## src/rtl/psum_accum_buf_pkg.sv

```systemverilog
// Shared accelerator definitions: buffer FSM encoding and default psum geometry
// used by the psum adder and the accumulation buffer.
package psum_accum_buf_pkg;

    typedef enum logic [1:0] {
        IDLE  = 2'd0,
        ACCUM = 2'd1,
        DRAIN = 2'd2
    } state_t;

    localparam int PSUM_DATA_BITWIDTH = 16;
    localparam int PSUM_DEPTH         = 16;

endpackage

```

## src/rtl/psum_accum_buf_regfile.sv

```systemverilog
// DEPTH x DATA_BITWIDTH psum storage: one synchronous write port, one
// asynchronous read port shared by the accumulate and drain paths.
module psum_regfile #(
    parameter int DATA_BITWIDTH = 16,
    parameter int DEPTH         = 16,
    parameter int ADDR_BITWIDTH = 4
) (
    input  logic                     clk,
    input  logic                     reset,
    input  logic                     we,
    input  logic [ADDR_BITWIDTH-1:0] waddr,
    input  logic [DATA_BITWIDTH-1:0] wdata,
    input  logic [ADDR_BITWIDTH-1:0] raddr,
    output logic [DATA_BITWIDTH-1:0] rdata
);

    logic [DATA_BITWIDTH-1:0] mem [DEPTH];

    // Entries are cleared on reset so an aborted job leaves nothing behind.
    always_ff @(posedge clk) begin
        if (reset) begin
            for (int i = 0; i < DEPTH; i++) begin
                mem[i] <= '0;
            end
        end else if (we) begin
            mem[waddr] <= wdata;
        end
    end

    assign rdata = mem[raddr];

endmodule

```

## src/rtl/psum_accum_buf.sv

```systemverilog
// Partial-sum accumulation buffer: accumulates N passes of DEPTH adder results
// in place, then drains the finished sums over a valid/ready port.
module psum_accum_buf
    import psum_accum_buf_pkg::*;
#(
    parameter int DATA_BITWIDTH = PSUM_DATA_BITWIDTH,
    parameter int DEPTH         = PSUM_DEPTH,
    parameter int ADDR_BITWIDTH = $clog2(DEPTH),
    parameter int PASS_BITWIDTH = 8
) (
    input  logic                     clk,
    input  logic                     reset,
    input  logic                     start,
    input  logic [PASS_BITWIDTH-1:0] cfg_pass_num,
    input  logic                     in_valid,
    input  logic [DATA_BITWIDTH-1:0] in_data,
    output logic                     in_ready,
    output logic                     out_valid,
    output logic [DATA_BITWIDTH-1:0] out_data,
    input  logic                     out_ready,
    output logic                     busy,
    output logic                     done
);

    localparam logic [ADDR_BITWIDTH-1:0] LAST_ADDR = ADDR_BITWIDTH'(DEPTH - 1);

    // Two's-complement wrap: overflow is silently truncated, never saturated.
    function automatic logic signed [DATA_BITWIDTH-1:0] wrap_add(
        input logic signed [DATA_BITWIDTH-1:0] a,
        input logic signed [DATA_BITWIDTH-1:0] b
    );
        return a + b;
    endfunction

    state_t                          state;
    logic [ADDR_BITWIDTH-1:0]        wp;
    logic [ADDR_BITWIDTH-1:0]        rp;
    logic [PASS_BITWIDTH-1:0]        pass;
    logic [PASS_BITWIDTH-1:0]        n_pass;
    logic                            done_r;

    logic                            in_hs;
    logic                            out_hs;
    logic [ADDR_BITWIDTH-1:0]        raddr;
    logic signed [DATA_BITWIDTH-1:0] rdata;
    logic signed [DATA_BITWIDTH-1:0] wdata;

    assign in_hs  = (state == ACCUM) && in_valid;
    assign out_hs = (state == DRAIN) && out_ready;

    // The single read port follows wp while accumulating and rp while draining.
    assign raddr = (state == DRAIN) ? rp : wp;
    assign wdata = (pass == '0) ? $signed(in_data) : wrap_add(rdata, $signed(in_data));

    psum_regfile #(
        .DATA_BITWIDTH(DATA_BITWIDTH),
        .DEPTH        (DEPTH),
        .ADDR_BITWIDTH(ADDR_BITWIDTH)
    ) u_regfile (
        .clk  (clk),
        .reset(reset),
        .we   (in_hs),
        .waddr(wp),
        .wdata(wdata),
        .raddr(raddr),
        .rdata(rdata)
    );

    always_ff @(posedge clk) begin
        if (reset) begin
            state  <= IDLE;
            wp     <= '0;
            rp     <= '0;
            pass   <= '0;
            n_pass <= PASS_BITWIDTH'(1);
            done_r <= 1'b0;
        end else begin
            done_r <= 1'b0;
            case (state)
                IDLE: begin
                    if (start) begin
                        n_pass <= (cfg_pass_num == '0) ? PASS_BITWIDTH'(1) : cfg_pass_num;
                        wp     <= '0;
                        rp     <= '0;
                        pass   <= '0;
                        state  <= ACCUM;
                    end
                end
                ACCUM: begin
                    if (in_hs) begin
                        if (wp == LAST_ADDR) begin
                            wp   <= '0;
                            pass <= pass + 1'b1;
                            if (pass == n_pass - 1'b1) begin
                                state <= DRAIN;
                            end
                        end else begin
                            wp <= wp + 1'b1;
                        end
                    end
                end
                DRAIN: begin
                    if (out_hs) begin
                        if (rp == LAST_ADDR) begin
                            rp     <= '0;
                            done_r <= 1'b1;
                            state  <= IDLE;
                        end else begin
                            rp <= rp + 1'b1;
                        end
                    end
                end
                default: state <= IDLE;
            endcase
        end
    end

    assign in_ready  = (state == ACCUM);
    assign out_valid = (state == DRAIN);
    assign busy      = (state == ACCUM) || (state == DRAIN);
    assign done      = done_r;
    assign out_data  = (state == DRAIN) ? rdata : '0;

endmodule

```

## config.mk

```make
export PLATFORM = sky130hd
export DESIGN_NAME = psum_accum_buf
export DESIGN_NICKNAME = d
export VERILOG_FILES = /design/src/rtl/psum_accum_buf_pkg.sv /design/src/rtl/psum_accum_buf_regfile.sv /design/src/rtl/psum_accum_buf.sv
export SDC_FILE = /design/constraint.sdc
export NUM_CORES = 1
export LEC_CHECK = 0
export ABC_AREA = 1
export CAP_MARGIN = 10
export CELL_PAD_IN_SITES_DETAIL_PLACEMENT = 2
export CELL_PAD_IN_SITES_GLOBAL_PLACEMENT = 2
export CORE_MARGIN = 3
export CORE_UTILIZATION = 42
export DETAILED_ROUTE_END_ITERATION = 12
export PLACE_DENSITY = 0.87
export SYNTH_ARGS = -nofsm -noshare
export SYNTH_HDL_FRONTEND = slang
export SYNTH_SLANG_ARGS = --single-unit
```

## constraint.sdc

```tcl
create_clock -name clk -period 6.15 [get_ports clk]
set_input_delay 1.23 -clock clk [delete_from_list [all_inputs] [get_ports clk]]
set_output_delay 1.23 -clock clk [all_outputs]
set_load 0.01 [all_outputs]
```

==> results of run 1 <==
Yosys cell counts (7+ instances only):
library cell	number	share of area (%)
ha_1	29	2.6
nand2_1	381	10
nand4_1	11	0.48
nand3_1	254	8.9
buf_2	37	1.3
inv_1	79	2.1
nor3_1	12	0.42
o21ai_0	13	0.46
a21oi_2	10	0.62
clkbuf_1	44	1.2
dfxtp_1	27	3.8
edfxtp_1	256	54
a21oi_1	46	1.6
xor2_1	12	0.74
xnor2_1	7	0.43
o21ai_2	11	0.68
nor2_1	284	7.5
power groups by stage:
stage / registers [mW] / clock network [mW] / logic, mW
4_1_cts: 2.21 / 1.93 / 1.13
6_report: 2.21 / 1.92 / 1.14
5_1_grt: 2.21 / 2.00 / 1.24
3_3_place_gp: 2.24 / 0 / 1.02
3_5_place_dp: 2.25 / 0 / 1.10
2_1_floorplan: 2.23 / 0 / 0.732
state kept, by name, summed over array words and instances (netlist names):
| name | count |
|---|---|
| u_regfile.mem | 256 |
| n_pass | 8 |
| pass | 8 |
| rp | 4 |
| wp | 4 |
| state | 2 |
| done | 1 |
what timing repair did:
| item | CTS | global route |
|---|---|---|
| hold endpoints to repair | 0 | 0 |
| resized for setup | 0 | 2 |
| endpoints found under the setup margin | 0 | 3 |
| buffers inserted | 0 | 0 |
cells by family after synthesis:
| logic type | synth area share (%) |
|---|---|
| fa+ha+maj | 2.69 |
| buf+inv | 5.03 |
| compound gates | 4.67 |
| xor+xnor | 1.17 |
| mux | 0.141 |
| flops | 57.9 |
| simple gates | 28.4 |
final timing paths:
check        startpoint                   end  slack, ns
max            state[0]          out_data[13]       0.45
min               rp[3]                 rp[3]       0.50
max reg2reg    state[0]  u_regfile.mem[9][13]       0.50
min reg2reg       rp[3]                 rp[3]       0.50
critical path: cells and delay by family, from the launching register on:
family / cells / cell delay [ns]
AND/OR/NAND/NOR: 8 / 1.74
adder cells (fa/ha/maj): 1 / 0.20
buffers and inverters: 5 / 1.60
flip-flops: 1 / 0.36
per-layer routing:
metal	vias up	wire length, um	track usage (%)
li1	5297	-	-
met2	366	29000	56.4
met5	-	0	0
met4	0	2450	13.2
met3	128	2210	3.45
met1	6228	21200	35.4
per-stage QoR:
stage | util [%] | setup slack, ns | instance area, um2
6_report | 48.7 | 0.447 | 16000
5_1_grt | 48.7 | 0.117 | 16000
4_1_cts | 48.6 | 0.414 | 16000
3_5_place_dp | 45.5 | 0.540 | 15000
3_3_place_gp | 45.5 | 0.974 | 15000
2_1_floorplan | - | 2.30 | 14200
cell type report:
type	count	area, um2
timing repair buffer	61	628
clock buffer	42	902
sequential	283	8230
tap	442	553
inverter	81	304
clock inverter	18	116
multi-input combinational	1113	5310
fill	3471	16900
==> metrics, run 1 <==
status complete, no violations; Synth cell types 44; most common cell after layout, fill and taps aside nand2_1; Logic pwr share 21.6%; vias post-DR 12.0k; sequential share of the synthesized area slightly below 60%; final count of hold timing violations 0; CTS hold repair buffers 0; Post-synth EDFFs around 260; Non-Filler Instances slightly above 2k; RSZ-0062 raised after global routing false; Pre-Repair DR Iteration Count 5; PD cells between 300 and 400 nW/um2; Worst setup SP type flop; RePlAce Congestion approximately 0.85; Syn Inst Count around 1.6k; clk_skew ~0.018 ns; Cell Int Power 3.54 mW; Crit. End Element primary output; vias in the first global route ~14k; H-Tree Level Count 2; clk slew on worst S/H paths approximately 0.060 ns; ANT cells 0; P&R area growth vs syn 12.8%; Detail Route Antenna Nets 0; clock power share a little over a third; Clk Tree Root Cell clkbuf_16; CP Class flop to primary output; Hold Path Stages 1; die height roughly 190 um; CTS sink cnt ~280; synth warn 0; Flop pwr share about two fifths; # port buffers 48; Tcrit/Tclk final 92.7%; Via density 5.89; most frequent cells in the layout nand2_1, nor2_1, edfxtp_1; FP Rows 66; initial antenna violation count 0; Slew Limit Fails 0; critical path data arrival time between 4 and 5 ns; Tmin final roughly 5.7 ns; dpl hpwl around 34,000 um; Clock Tree Buf Depth 3; Die Wd around 190 um; worst-path cell chain inv_1, ha_1, buf_4, inv_2, nand2_1, nand2_4, buf_4, nand2_1, nand3_1, nand3_1, nand3_1, nand2_1, nor2_1, clkdlybuf4s50_1; syn nets around 1.6k; Setup violations, final 0; main flop type after synthesis edfxtp_1; VDD IR-drop max between 0.15 and 0.2 mV; global-route wire length before repair between 80,000 and 90,000 um; die footprint between 30,000 and 40,000 um2; Core Region roughly 33,000 um2; largest net degree at the start of global routing 69; Skew-Pair Late Insertion Delay between 0.5 and 0.6 ns; Mapped Area between 10,000 and 15,000 um2; Psw 1.73 mW; CTS buffer count 34; Post-Route WL roughly 55,000 um; CP max stage delay approximately 0.7 ns; DRT iter0 DRCs roughly 910; fmax 175 MHz; CTS tree built; IO Count 49; hold crit path type flop to flop; Worst Reg-to-Reg Cells 24; hold slack between 0.4 and 0.5 ns; maximum fanout along the worst path 68; # DRC 0; worst endpoint required time just under 5 ns; Total GRT Usage a little under a third; switching part of the total 32.8%; Final nets ~1.6k; CP max-delay cell nand2_4; fraction of registers with async set/reset 0%; actual slew at the worst max-slew pin approximately 1.2 ns; setup TNS 0 ns; syn avg cell area about 9 um2; Static Leak approximately 6.2 nW; drt wl/cell 26.9 um; Synth Register Bits about 280; # placed instances 1,980; relative slew slack ~22%; grt ovf 0; max-cap violations 0; starting density of the core between 40% and 50%; share of cells above drive strength 1 slightly below 6%; overall power roughly 5.3 mW
No activity file was read; power rests on OpenSTA's default activity.
==> run 2, diff against run 1 <==
- SLEW_MARGIN: default -> 25
==> metrics, run 2 (synthesis gave the netlist of run 1 again) <==
IO Count 49; critical path data arrival time about 6.0 ns; CP Class flop to flop; setup slack, reg-to-reg between 0.3 and 0.4 ns; Clk Tree Root Cell clkbuf_16; setup TNS 0 ns; pre-CTS setup slack 0.540 ns; dpl hpwl approximately 34,000 um; fmax ~170 MHz; grt ovf 0; CTS buffer count 34; Pre-Repair DR Iteration Count 5; Tmin final a little under 6 ns; most common cell after layout, fill and taps aside nand2_1; PD cells 328 nW/um2; FF-to-FF End u_regfile.mem[9][13]; Final nets 1,633; die height about 190 um; Core Region about 33,000 um2; switching part of the total approximately 33%; Detail Route Antenna Nets 0; hold path endpoint rp[3]; drt wl/cell about 27 um; largest registers u_regfile.mem (256), n_pass (8), pass (8); # DRC 0; status complete, no violations; most frequent cell on the critical path nand2_1; largest net degree at the start of global routing slightly below 70; most frequent cells in the layout nand2_1, nor2_1, edfxtp_1; Skew-Pair Late Insertion Delay 0.51 ns; Worst Reg-to-Reg Cells 24; ANT cells 0; clk_skew 0.0174 ns; worst-path cell chain inv_1, ha_1, buf_4, inv_2, nand2_1, nand2_4, buf_12, nand2_1, nand3_1, nand3_1, nand3_1, nand2_1, inv_1, ha_1, a21oi_1, nand2_1, nand2_1, a21oi_1, o21bai_1, nand2_1, nand2_1, nand3_1, nand2_1, nor2_1; met2 usage between 50% and 60%; max reg flops approximately 260; vias post-DR about 12k; P&R area growth vs syn 12.9%; Slew Limit Fails 0; share of cells above drive strength 1 just over 6%; Largest Register u_regfile.mem; Static Leak around 6.2 nW; Logic pwr share 21.6%; actual slew at the worst max-slew pin around 1.1 ns; final count of hold timing violations 0; starting density of the core between 40% and 50%; FP Rows between 60 and 70; relative slew slack between 20 and 30%; VDD IR-drop max between 0.15 and 0.2 mV; Post-CTS Setup Inserts 0; maximum fanout along the worst path 66; CP max stage delay about 0.6 ns; Psw 1.73 mW; clock power share 36.5%; H-Tree Level Count 2; max-cap violations 0; global-route wire length before repair between 80,000 and 90,000 um; Cell Int Power between 3 and 4 mW; GRT met3 Usage around 3.4%; vias in the first global route between 10k and 15k; CTS tree built; initial antenna violation count 0; hold crit path type flop to flop; critical hold path startpoint rp[3]; Hold Path Stages 1; Via density 5.89; die footprint 36,100 um2; GR Util met1 around 35%; Crit. End Element flop; RSZ-0062 raised after global routing false; CP max-delay cell nand2_1; worst endpoint required time about 6.4 ns; Flop pwr share between 40% and 50%; clk slew on worst S/H paths about 0.060 ns; Critical R2R Launch state[0]; DRT iter0 DRCs 946; Total GRT Usage between 30% and 40%; Die Wd about 190 um; layer with the highest usage met2; Clock Tree Buf Depth 3; Tcrit/Tclk final between 90% and 100%; Post-Route WL roughly 55,000 um; Setup violations, final 0; Worst setup SP type flop; CTS sink cnt around 280; # port buffers 48; Setup WS post-layout just under 0.4 ns; RePlAce Congestion approximately 0.85
## run 2: cell counts in the layout (fill, tap and decap cells not counted)
Identical to the previous run, type by type.
## run 2: layout make-up
| class | instances | area (um2) |
|---|---|---|
| sequential | 283 | 8230 |
| tap | 442 | 553 |
| multi-input combinational | 1113 | 5310 |
| inverter | 81 | 304 |
| clock buffer | 42 | 902 |
| fill | 3468 | 16900 |
| timing repair buffer | 61 | 628 |
| clock inverter | 18 | 116 |
## run 2: worst max path at each step
stage / start / to / slack, ns / depth (start not counted)
final: state[0] / u_regfile.mem[9][13] / 0.38 / 24
after global placement: state[0] / u_regfile.mem[13][10] / 0.97 / 24
after detailed placement: state[0] / u_regfile.mem[9][13] / 0.54 / 24
after floorplan: state[0] / u_regfile.mem[0][10] / 2.30 / 27
after global routing: state[0] / u_regfile.mem[8][10] / 0.009 / 24
after CTS: state[0] / u_regfile.mem[8][10] / 0.41 / 24
## run 2: power groups by stage
stage	registers (mW)	logic (mW)	clock network (mW)
2_1_floorplan	2.23	0.732	0
3_3_place_gp	2.24	1.02	0
3_5_place_dp	2.25	1.10	0
4_1_cts	2.21	1.13	1.93
5_1_grt	2.21	1.24	2.00
6_report	2.21	1.14	1.92
## run 2: critical path: cells and delay by family, from the launching register on
| family | cells | cell delay (ns) |
|---|---|---|
| simple gates | 14 | 2.76 |
| buf+inv | 5 | 1.16 |
| compound gates | 3 | 0.60 |
| fa+ha+maj | 2 | 0.50 |
| flops | 1 | 0.36 |
## run 2: through the flow
step           area, um2  power, mW  hold slack, ns  utilization, %  instances
2_1_floorplan      14200       2.96           0.443               -       1566
3_3_place_gp       15000       3.26           0.474            45.5       1980
3_5_place_dp       15000       3.34           0.484            45.5       1980
4_1_cts            16000       5.27           0.498            48.6       2040
5_1_grt            16000       5.45           0.542            48.7       2040
6_report           16000       5.27           0.494            48.7       2040
## run 2: timing repair
item | in CTS | in global routing
hold buffers | 0 | 0
gates resized for setup | 0 | 1
setup endpoints to repair | 0 | 1
## run 2: routing by layer
layer / share of wire [%] / up-vias
li1: - / 5301
met2: 53 / 372
met4: 4.3 / 0
met1: 38 / 6213
met3: 4.2 / 123
met5: 0 / -
==> run 3, diff against run 2 <==
- CORE_UTILIZATION: 42 -> 44
- CTS_BUF_LIST: default -> sky130_fd_sc_hd__clkbuf_4
- PLACE_DENSITY: 0.87 -> default
- PLACE_DENSITY_LB_ADDON: default -> 0.1
- SKIP_LAST_GASP: default -> 1
==> metrics, run 3 (synthesis gave the netlist of run 1 again) <==
CTS buffer count 81; grt ovf 0; actual slew at the worst max-slew pin roughly 1.1 ns; critical path data arrival time roughly 4.5 ns; area of the multi-input gates 5340 um2; PD cells ~320 nW/um2; Worst Reg-to-Reg Cells 22; starting density of the core 44.8%; clk_skew approximately 0.07 ns; VDD IR-drop max 0.157 mV; RSZ-0062 raised after global routing false; CTS resizes 0; Skew-Pair Late Insertion Delay between 0.7 and 0.8 ns; initial antenna violation count 1; hold crit path type flop to flop; most frequent cells in the layout nand2_1, nor2_1, edfxtp_1; pre-CTS setup slack roughly 0.55 ns; Clock Tree Buf Depth 3; CTS sink cnt 283; Tmin final approximately 5.7 ns; Via density between 5 and 6; clock power share between 30% and 40%; switching part of the total 34.8%; CTS hold repair buffers 0; # placed instances 1,951; Cell Int Power 3.40 mW; maximum fanout along the worst path 53; Setup violations, final 0; Psw 1.81 mW; CTS tree built; largest registers u_regfile.mem (256), n_pass (8), pass (8); vias post-DR ~12k; Post-Route WL around 56,000 um; Clk Tree Root Cell clkbuf_4; Tcrit/Tclk final roughly 93%; Slew Limit Fails 0; # fillers ~3.4k; IO Count 49; die footprint ~34,000 um2; DRT iter0 DRCs 880; Core Region between 30,000 and 40,000 um2; Static Leak roughly 6.3 nW; Final Instance Area roughly 16,000 um2; overall power between 5 and 6 mW; Detail Route Antenna Nets 0; # port buffers between 40 and 50; setup TNS 0 ns; Critical R2R Launch state[0]; Logic pwr share between 20% and 30%; largest net degree at the start of global routing 59; Flop pwr share 42.4%; Setup WS post-layout ~0.44 ns; Die Wd about 190 um; share of cells above drive strength 1 11.5%; Post-CTS Setup Inserts 0; Total GRT Usage 32.8%; Hold Path Stages 2; relative slew slack 28.0%; P&R area growth vs syn 13.1%; H-Tree Level Count 3; max reg flops around 260; # DRC 0; FP Rows 65; Sequential Area ~8200 um2; worst endpoint required time approximately 4.9 ns; fmax between 150 and 200 MHz; DP Area between 15,000 and 20,000 um2; RePlAce Congestion ~0.85; clk slew on worst S/H paths ~0.060 ns; vias in the first global route 14.0k; dpl hpwl 34,000 um; CP endpoint out_data[12]; drt wl/cell 26.6 um; Non-Filler Instances approximately 2.1k; most common cell after layout, fill and taps aside nand2_1; die height 186 um; CP Class flop to primary output; Largest Register u_regfile.mem; setup slack, reg-to-reg between 0.7 and 0.8 ns; global-route wire length before repair ~85,000 um; critical hold path startpoint n_pass[7]; max-cap violations 0; final count of hold timing violations 0; Pre-Repair DR Iteration Count 5; Final nets approximately 1.7k; FF-to-FF End u_regfile.mem[0][14]; status complete, no violations; Crit. End Element primary output; Critical path origin state[0]; Worst setup SP type flop
run 3: how the worst min path moves through the flow:
stage	endpoint
2_1_floorplan	rp[3]
3_3_place_gp	rp[3]
3_5_place_dp	n_pass[7]
4_1_cts	n_pass[7]
5_1_grt	n_pass[7]
6_report	n_pass[7]
run 3: power groups by stage:
stage               Sequential, mW  Clock, mW  Combinational (mW)
floorplan                     2.23          0               0.732
global placement              2.24          0                1.05
detailed placement            2.25          0                1.11
CTS                           2.21       1.86                1.14
global route                  2.21       1.97                1.26
finish                        2.21       1.85                1.15
run 3: metrics by stage:
stage          util [%]  hold slack [ns]
6_report           50.7            0.504
5_1_grt            50.7            0.542
4_1_cts            50.5            0.509
3_5_place_dp       47.3            0.500
3_3_place_gp       47.3            0.478
2_1_floorplan         -            0.443
run 3: final cells by class:
type	instances	share of cell area (%)
Clock buffer	121	5.65
Clock inverter	20	0.732
Antenna cell	1	0.0156
Timing Repair Buffer	72	4.19
Tap cell	402	3.13
Inverter	81	1.89
Multi-Input combinational cell	1113	33.2
Sequential cell	283	51.2
run 3: routing by layer:
metal  track usage (%)  vias up  wire length, um  part of all wire, %
met5                 0        -                0                    0
met4              15.7        0             2470                  4.4
met3              5.16      159             3090                  5.5
met2              58.0      479            28700                   51
met1              39.3     6238            21500                   39
li1                  -     5459                -                    -
run 3: critical path, cell delays in order, from the launching register on:
cell and delay (ns):
dfxtp_1 0.32, inv_1 0.11, ha_2 0.49, nand2_1 0.29, nand2_4 0.58, buf_4 0.52, nand2_1 0.12, nand3_1 0.13
nand3_1 0.11, nand3_1 0.21, nand2_1 0.13, nor2_1 0.13, clkdlybuf4s50_1 0.57
